### src/rtl/sisa_pkg.sv
// Shared sCPU fetch-stage definitions: next-PC select encoding and default sizes.
package sisa_pkg;

   // Source of the next program counter value.
   typedef enum logic [1:0] {
      SEL_INC = 2'd0,   // pc + 1
      SEL_TGT = 2'd1,   // target input
      SEL_RAS = 2'd2    // top of return-address stack
   } next_sel_t;

   // Default sizes used by the sCPU top level.
   localparam int SCPU_PC_W      = 4;
   localparam int SCPU_RAS_DEPTH = 4;

endpackage : sisa_pkg

### src/rtl/pc_ras.sv
// Return-address stack: LIFO of DEPTH x W entries.
// Push when full and pop when empty are silently ignored; the owner decides
// how to flag those cases. Push and pop in the same cycle performs the pop only.
module pc_ras #(
   parameter int W     = 4,
   parameter int DEPTH = 4
) (
   input  logic                         clk,
   input  logic                         rst_n,
   input  logic                         en,
   input  logic                         push,
   input  logic                         pop,
   input  logic [W-1:0]                 din,
   output logic [W-1:0]                 dout,
   output logic [$clog2(DEPTH+1)-1:0]   count,
   output logic                         full,
   output logic                         empty
);

   localparam int CW = $clog2(DEPTH + 1);
   localparam int IW = (DEPTH > 1) ? $clog2(DEPTH) : 1;

   logic [W-1:0]  mem [DEPTH];
   logic [CW-1:0] cnt;
   logic          do_push;
   logic          do_pop;

   assign full    = (cnt == CW'(DEPTH));
   assign empty   = (cnt == '0);
   assign do_pop  = en & pop & ~empty;
   assign do_push = en & push & ~full & ~pop;
   assign count   = cnt;
   assign dout    = empty ? '0 : mem[IW'(cnt - CW'(1))];

   // Occupancy counter; cleared by reset, entries themselves are don't-care.
   always_ff @(posedge clk or negedge rst_n) begin
      if (!rst_n) begin
         cnt <= '0;
      end else if (do_pop) begin
         cnt <= cnt - CW'(1);
      end else if (do_push) begin
         cnt <= cnt + CW'(1);
      end
   end

   // Storage write: new entry lands just above the current top.
   always_ff @(posedge clk) begin
      if (do_push) begin
         mem[IW'(cnt)] <= din;
      end
   end

endmodule : pc_ras

### src/rtl/pc_unit.sv
// Registered program counter with stall, jump, conditional branches and
// call/return through an internal return-address stack with sticky error flags.
module pc_unit
   import sisa_pkg::*;
#(
   parameter int              PC_W      = 4,
   parameter int              RAS_DEPTH = 4,
   parameter logic [PC_W-1:0] RESET_VEC = '0
) (
   input  logic                             clk,
   input  logic                             rst_n,
   input  logic                             en,
   input  logic                             jmp,
   input  logic                             beq,
   input  logic                             bne,
   input  logic                             call,
   input  logic                             ret,
   input  logic                             equal,
   input  logic [PC_W-1:0]                  target,
   output logic [PC_W-1:0]                  pc,
   output logic [$clog2(RAS_DEPTH+1)-1:0]   ras_count,
   output logic                             ras_overflow,
   output logic                             ras_underflow
);

   logic [PC_W-1:0] pc_q;
   logic [PC_W-1:0] inc;
   logic [PC_W-1:0] ras_top;
   logic [PC_W-1:0] pc_next;
   logic            ras_full;
   logic            ras_empty;
   logic            push;
   logic            pop;
   logic            set_ovf;
   logic            set_unf;
   next_sel_t       sel;

   assign inc = pc_q + PC_W'(1);
   assign pc  = pc_q;

   pc_ras #(
      .W     (PC_W),
      .DEPTH (RAS_DEPTH)
   ) u_ras (
      .clk   (clk),
      .rst_n (rst_n),
      .en    (en),
      .push  (push),
      .pop   (pop),
      .din   (inc),
      .dout  (ras_top),
      .count (ras_count),
      .full  (ras_full),
      .empty (ras_empty)
   );

   // Priority select: ret > call > jmp > taken branch > increment; only the winner has side effects.
   always_comb begin
      sel     = SEL_INC;
      push    = 1'b0;
      pop     = 1'b0;
      set_ovf = 1'b0;
      set_unf = 1'b0;
      if (ret) begin
         if (!ras_empty) begin
            sel = SEL_RAS;
            pop = 1'b1;
         end else begin
            set_unf = 1'b1;
         end
      end else if (call) begin
         sel = SEL_TGT;
         if (!ras_full) begin
            push = 1'b1;
         end else begin
            set_ovf = 1'b1;
         end
      end else if (jmp || (beq && equal) || (bne && !equal)) begin
         sel = SEL_TGT;
      end
   end

   // Next-PC multiplexer driven by the select decision.
   always_comb begin
      pc_next = inc;
      case (sel)
         SEL_TGT: pc_next = target;
         SEL_RAS: pc_next = ras_top;
         default: pc_next = inc;
      endcase
   end

   // PC register and sticky error flags; everything holds while en is low.
   always_ff @(posedge clk or negedge rst_n) begin
      if (!rst_n) begin
         pc_q          <= RESET_VEC;
         ras_overflow  <= 1'b0;
         ras_underflow <= 1'b0;
      end else if (en) begin
         pc_q          <= pc_next;
         ras_overflow  <= ras_overflow  | set_ovf;
         ras_underflow <= ras_underflow | set_unf;
      end
   end

endmodule : pc_unit
### config.mk
export PLATFORM = sky130hd
export DESIGN_NAME = pc_unit
export DESIGN_NICKNAME = d
export VERILOG_FILES = /design/src/rtl/sisa_pkg.sv /design/src/rtl/pc_ras.sv /design/src/rtl/pc_unit.sv
export SDC_FILE = /design/constraint.sdc
export NUM_CORES = 1
export LEC_CHECK = 0
export ABC_AREA = 0
export CAP_MARGIN = 10
export CORE_MARGIN = 2
export CORE_UTILIZATION = 51
export DETAILED_ROUTE_END_ITERATION = 16
export GPL_TIMING_DRIVEN = 1
export PLACE_DENSITY = 0.77
export SLEW_MARGIN = 20
export SYNTH_ARGS = -nofsm -noshare
export SYNTH_HDL_FRONTEND = slang
export SYNTH_SLANG_ARGS = --single-unit
### constraint.sdc
create_clock -name clk -period 2.8 [get_ports clk]
set_input_delay 0.56 -clock clk [delete_from_list [all_inputs] [get_ports clk]]
set_output_delay 0.56 -clock clk [all_outputs]
set_load 0.01 [all_outputs]
==> results of run 1 <==
## cell usage in the layout, fill, tap and decap left out, drive strengths merged
cell type,instances
edfxtp,16
nor4b,1
dfrtp,9
clkbuf,3
inv,6
clkinvlp,1
nor2,5
xor2,1
nor2b,2
a32oi,3
o2bb2ai,1
a22oi,2
mux2i,2
nor3,1
buf,2
nand2b,2
o31ai,1
nand2,4
and3,1
o21bai,1
or2,1
mux4,3
nand3,2
and2,3
a21o,1
ha,6
nand3b,1
a21oi,9
a2bb2oi,1
xnor2,3
clkdlybuf4s50,21
a221o,1
mux2,1
a211oi,2
## power by group through the flow
stage / Sequential, mW / Clock (mW) / Combinational, mW
floorplan: 0.602 / 0 / 0.411
global placement: 0.577 / 0 / 0.655
detailed placement: 0.582 / 0 / 0.672
CTS: 0.572 / 0.165 / 0.676
global route: 0.585 / 0.175 / 0.732
finish: 0.573 / 0.160 / 0.668
## worst paths after layout
path                                            start  slack (ps)                        end  cells past startpoint
max reg2reg                u_ras.count[0]$_DFFE_PN0P_         870  u_ras.mem[0][1]$_DFFE_PP_                      6
min                          ras_overflow$_DFFE_PN0P_         500   ras_overflow$_DFFE_PN0P_                      1
min reg2reg                  ras_overflow$_DFFE_PN0P_         500   ras_overflow$_DFFE_PN0P_                      1
min in group asynchronous                       rst_n         530          pc[2]$_DFFE_PN0P_                      1
max in group asynchronous                       rst_n        1960          pc[3]$_DFFE_PN0P_                      1
max                        u_ras.count[0]$_DFFE_PN0P_         810               ras_count[0]                      2
## cell type report
class | instances | share of cell area
clock buffers | 3 | 0.0146
clock inverters | 1 | 0.00488
inverters | 6 | 0.0146
multi-input cells | 61 | 0.337
flip-flops and latches | 25 | 0.459
well taps | 30 | 0.0244
repair buffers | 23 | 0.146
## critical path: stages, from the launching register on
cell and delay [ps]:
dfrtp_1 350, buf_4 200, clkdlybuf4s50_1 560
## stage by stage
step                power, mW  hold slack [ps]  instances  cell area [µm²]   util
finish                   1.40              498        149             1540  0.639
global route             1.49              532        149             1540  0.639
CTS                      1.41              501        149             1540  0.639
detailed placement       1.25              470        145             1510  0.626
global placement         1.23              454        145             1510  0.626
floorplan                1.01              264         95             1270      -
## metal layers
| layer | part of all wire | wire length (µm) |
|---|---|---|
| met1 | 0.44 | 1080 |
| met2 | 0.51 | 1260 |
| met3 | 0.039 | 96 |
| met4 | 0.015 | 36 |
| met5 | 0 | 0 |
## sequential cells by signal, summed over array words and instances (netlist names)
name and count:
ras_underflow 1, u_ras.mem 16, ras_overflow 1, u_ras.count 3
pc 4
## cells by family (layout without fill, tap and decap cells)
kind of cell	count (synthesis)	in the layout	synth area share
flip-flops	25	25	0.557
AND/OR/NAND/NOR	23	23	0.106
AO/OA/AOI/OAI	22	22	0.135
buffers and inverters	9	33	0.0345
adder cells (fa/ha/maj)	6	6	0.0592
multiplexers	6	6	0.0809
XOR/XNOR	4	4	0.0276
==> out/results.tsv, run 1 <==
metric	value	unit
Placement Setup Slack	568	ps
top cell type by total area after synthesis	edfxtp_1	
hold buffers post-CTS	0	
synthesized cell area	1270	µm²
PostCTS Resize Cnt	0	
GR Layer Usage met1	0.240	
worst-margin pin slew	446	ps
P&R area growth vs syn	21.4	%
Die Wd	53.9	µm
hpwl dp	1.97	mm
layout cells sized above 1	0.143	
# rows	18	
post-synth top area share	0.379	
NetSw	0.504	mW
postcts setup bufs	0	
Commonest cells post-synth	16 x edfxtp_1, 9 x dfrtp_1, 8 x a21oi_1	
distinct cell type count after synthesis	34	
Setup crit end kind	output pin	
Ys Warns	0	
Core ar.	2410	µm²
most used standard cell by instance count after synthesis	edfxtp_1	
EDFF count, synth	16	
M3 GR Usage	0.0333	
syn nets	114	
Max Clock Skew	7.84	ps
RSZ-0062 raised after global routing	false	
via count	831	
synth top area cells	edfxtp_1 38%, dfrtp_1 18%, ha_1 5.9%, mux4_2 5.3%, a21oi_1 3.2%	
final setup margin	810	ps
CTS tree	built	
full die area	2900	µm²
Post-synth top flop	edfxtp_1	
register area share after synthesis	0.557	
drt first pass iters	4	
worst-path maximum fanout	10	
starting density of the core	0.526	
worst min-delay path category	reg2reg	
first-pass GRT wire length	3.73	mm
per-cell routed wire length	16.6	µm
Hold Fails Final Rpt	0	
H-Tree Depth	1	
cell count after synthesis	95	
Avg Cell Area, Syn	13.3	µm²
Longest Clk Path Bufs	2	
TritonCTS Buffers	3	
Final Net Count	139	
footprint of the multi-input gates	518	µm²
largest net degree at the start of global routing	16	
total gr overflow	0	
Via density	5.58	
max cap viols	0	
crit start category	register	
Finish-stage setup viols	0	
Leakage	0.582	nW
Routed Antenna Nets	0	
Seq cells post-synth	25	
fill count	190	
final WL	2.48	mm
arrival time at the worst endpoint	1430	ps
DRC violations left	0	
Register Area	706	µm²
vias in the first global route	801	
Comb power frac	0.477	
Antenna diodes	0	
CP Class	reg2out	
Worst slew margin	0.702	
root buf cell	clkbuf_4	
Net Sw Frac	0.360	
clock sinks	25	
drt initial violations	20	
gr busiest metal	met2	
# IOs	22	
initial antenna violation count	0	
RD Place Congestion	0.831	
clock network fraction of total power	0.114	
clock insertion delay at the later pin of the skew report	320	ps
Max Transition Viols Final	0	
met2 global-route usage	0.329	
Die Span Y	53.9	µm
P_int	0.897	mW
maximum vdd drop	0.000545	V
fin crit share	0.711	
total global-route track usage	0.193	
Port Buffers	21	
outcome	complete, no violations	
register share of total power	0.409	
WP data required	2240	ps
Reg clk slew, reported paths	130	ps
setup TNS	0	ps
Max Fclk	502	MHz
ys async rst share	0.360	
Power Density	910	nW/µm²
min Tclk post-route	1990	ps
(Power assumes the default switching activity.)
==> run 2: changes to the inputs <==
--- a/config.mk
+++ b/config.mk
@@ -8,10 +8,10 @@
 export ABC_AREA = 0
 export CAP_MARGIN = 10
 export CORE_MARGIN = 2
-export CORE_UTILIZATION = 51
+export CORE_UTILIZATION = 46
 export DETAILED_ROUTE_END_ITERATION = 16
 export GPL_TIMING_DRIVEN = 1
-export PLACE_DENSITY = 0.77
+export PLACE_DENSITY = 0.74
 export SLEW_MARGIN = 20
 export SYNTH_ARGS = -nofsm -noshare
 export SYNTH_HDL_FRONTEND = slang
==> constraint.sdc (replaced) <==
create_clock -name clk -period 1.7 [get_ports clk]
set_input_delay 0.34 -clock clk [delete_from_list [all_inputs] [get_ports clk]]
set_output_delay 0.34 -clock clk [all_outputs]
set_load 0.01 [all_outputs]
==> out/results.tsv, run 2 (synthesis gave the netlist of run 1 again) <==
metric	value	unit	change
outcome	complete, no violations		
drt initial violations	45		+130%
worst-path maximum fanout	4		-6
arrival time at the worst endpoint	1300	ps	-130 ps
hpwl dp	2.06	mm	+4.3%
wl on met1	1.16	mm	+7.6%
DRC violations left	0		unchanged
total gr overflow	0		unchanged
Placed Area	1610	µm²	+6.4%
largest reg by FF count	u_ras.mem		
clock sinks	25		unchanged
top sig layer	met4		
footprint of the multi-input gates	546	µm²	+5.3%
layout cells sized above 1	0.240		+0.0975
most frequent cells in the layout	18 x clkdlybuf4s50_1, 16 x edfxtp_1, 12 x buf_4		
routed wl met2	1.28	mm	+1.3%
initial antenna violation count	0		unchanged
WP data required	1360	ps	-880 ps
hold buffers post-CTS	0		unchanged
RD Place Congestion	0.771		-7.2%
largest net degree at the start of global routing	16		unchanged
Antenna diodes	0		unchanged
worst-margin pin slew	430	ps	-15.6 ps
max reg flops	16		unchanged
TritonCTS Buffers	3		unchanged
worst min-delay path category	in2async		
Core ar.	2690	µm²	+11%
RSZ-0062 raised after global routing	false		
CP Class	reg2out		
min Tclk post-route	1640	ps	
fin crit share	0.968		
total global-route track usage	0.175		-0.0184
CP max-delay cell	clkdlybuf4s50_1		
crit start category	register		
Port Buffers	21		unchanged
Longest Clk Path Bufs	2		unchanged
Hold Fails Final Rpt	0		unchanged
Power Density	1500	nW/µm²	+64%
vias in the first global route	848		+5.9%
CTS tree	built		
root buf cell	clkbuf_4		
Max Transition Viols Final	0		unchanged
final WL	2.58	mm	+4.3%
crit-path cells	clkdlybuf4s50_1		
Final Net Count	149		+7.2%
full die area	3190	µm²	+10%
P&R area growth vs syn	29.8	%	
WL met3	78	µm	-19%
Setup crit end kind	output pin		
setup TNS	0	ps	unchanged
most common cell after layout, fill and taps aside	clkdlybuf4s50_1		
Die Wd	56.5	µm	+4.9%
CP Depth	1		-1
drt first pass iters	4		unchanged
CP top delay family	buffers and inverters		
H-Tree Depth	1		unchanged
Via density	5.41		-3.1%
placed insts	155		+6.9%
final instance area	1650	µm²	+6.9%
Leakage	0.649	nW	+12%
via count	865		+4.1%
Max Fclk	608	MHz	
first-pass GRT wire length	4.04	mm	+8.5%
Routed Antenna Nets	0		unchanged
# IOs	22		unchanged
max cap viols	0		unchanged
final non-filler cell total	160		+7.4%
Bufs and invs on worst path	1		-1
maximum vdd drop	0.00145	V	+170%
per-cell routed wire length	16.1	µm	-2.9%
starting density of the core	0.472		-0.0541
Register Area	708	µm²	+0.35%
Die Span Y	56.5	µm	+4.9%
Worst slew margin	0.712		+0.0105
Total Power	2.46	mW	+76%
FF-to-FF path depth	5		-1
Max Clock Skew	9.95	ps	+2.12 ps
# rows	19		+1
critical path's largest stage delay	550	ps	about the same
Reg clk slew, reported paths	140	ps	about the same
Finish-stage setup viols	0		unchanged
clock insertion delay at the later pin of the skew report	320	ps	about the same
fill count	206		+8.4%
run 2: cell count changes in the layout (fill, tap and decap cells not counted):
cell / delta
dfrtp_1: -2
nor4b_4: +1
ha_4: +1
ha_1: -1
dlymetal6s2s_1: +1
dfrtp_2: +2
buf_4: +10
clkdlybuf4s50_1: -3
nor4b_1: -1
dlygate4sd2_1: +2
run 2: timing repair:
action	CTS	global route
pin swaps	0	0
endpoints found under the setup margin	3	2
resized for setup	4	1
hold endpoints to repair	0	0
buffers inserted	0	1
run 2: layout make-up:
| cell class | instances | area share |
|---|---|---|
| timing repair buffer | 33 | 0.183 |
| multi-input combinational | 61 | 0.332 |
| clock inverter | 1 | 0.00456 |
| inverter | 6 | 0.0137 |
| clock buffer | 3 | 0.0137 |
| sequential | 25 | 0.430 |
| tap | 31 | 0.0236 |
run 2: metal layers:
layer / up-vias / GRT usage
met4: 0 / 0.0986
met5: - / 0
met2: 26 / 0.301
met3: 4 / 0.0230
li1: 421 / -
met1: 414 / 0.209
run 2: worst paths after layout:
kind                                            startpoint                         end  slack, ps
worst max-delay path                     pc[1]$_DFFE_PN0P_                       pc[1]         60
worst min-delay path                                 rst_n           pc[1]$_DFFE_PN0P_        300
worst max register to register  u_ras.count[1]$_DFFE_PN0P_           pc[3]$_DFFE_PN0P_        160
worst min register to register   ras_underflow$_DFFE_PN0P_   ras_underflow$_DFFE_PN0P_        500
max in group asynchronous                            rst_n  u_ras.count[2]$_DFFE_PN0P_       1080
min in group clk                 ras_underflow$_DFFE_PN0P_   ras_underflow$_DFFE_PN0P_        500
run 2: per-stage QoR:
stage	hold WS [ps]	util	setup WS, ps
global route	342	0.612	17.7
CTS	316	0.609	0.670
global placement	454	0.598	-35.2
finish	301	0.612	55.1
detailed placement	465	0.598	-69.9
floorplan	44.4	-	53.2
run 2: power breakdown:
| group | internal, mW | total [mW] | switching [mW] | leakage [nW] |
|---|---|---|---|---|
| logic | 0.647 | 1.25 | 0.607 | 0.390 |
| registers | 0.844 | 0.940 | 0.0964 | 0.245 |
| clock network | 0.0899 | 0.269 | 0.179 | 0.0139 |
| total | 1.58 | 2.46 | 0.883 | 0.649 |
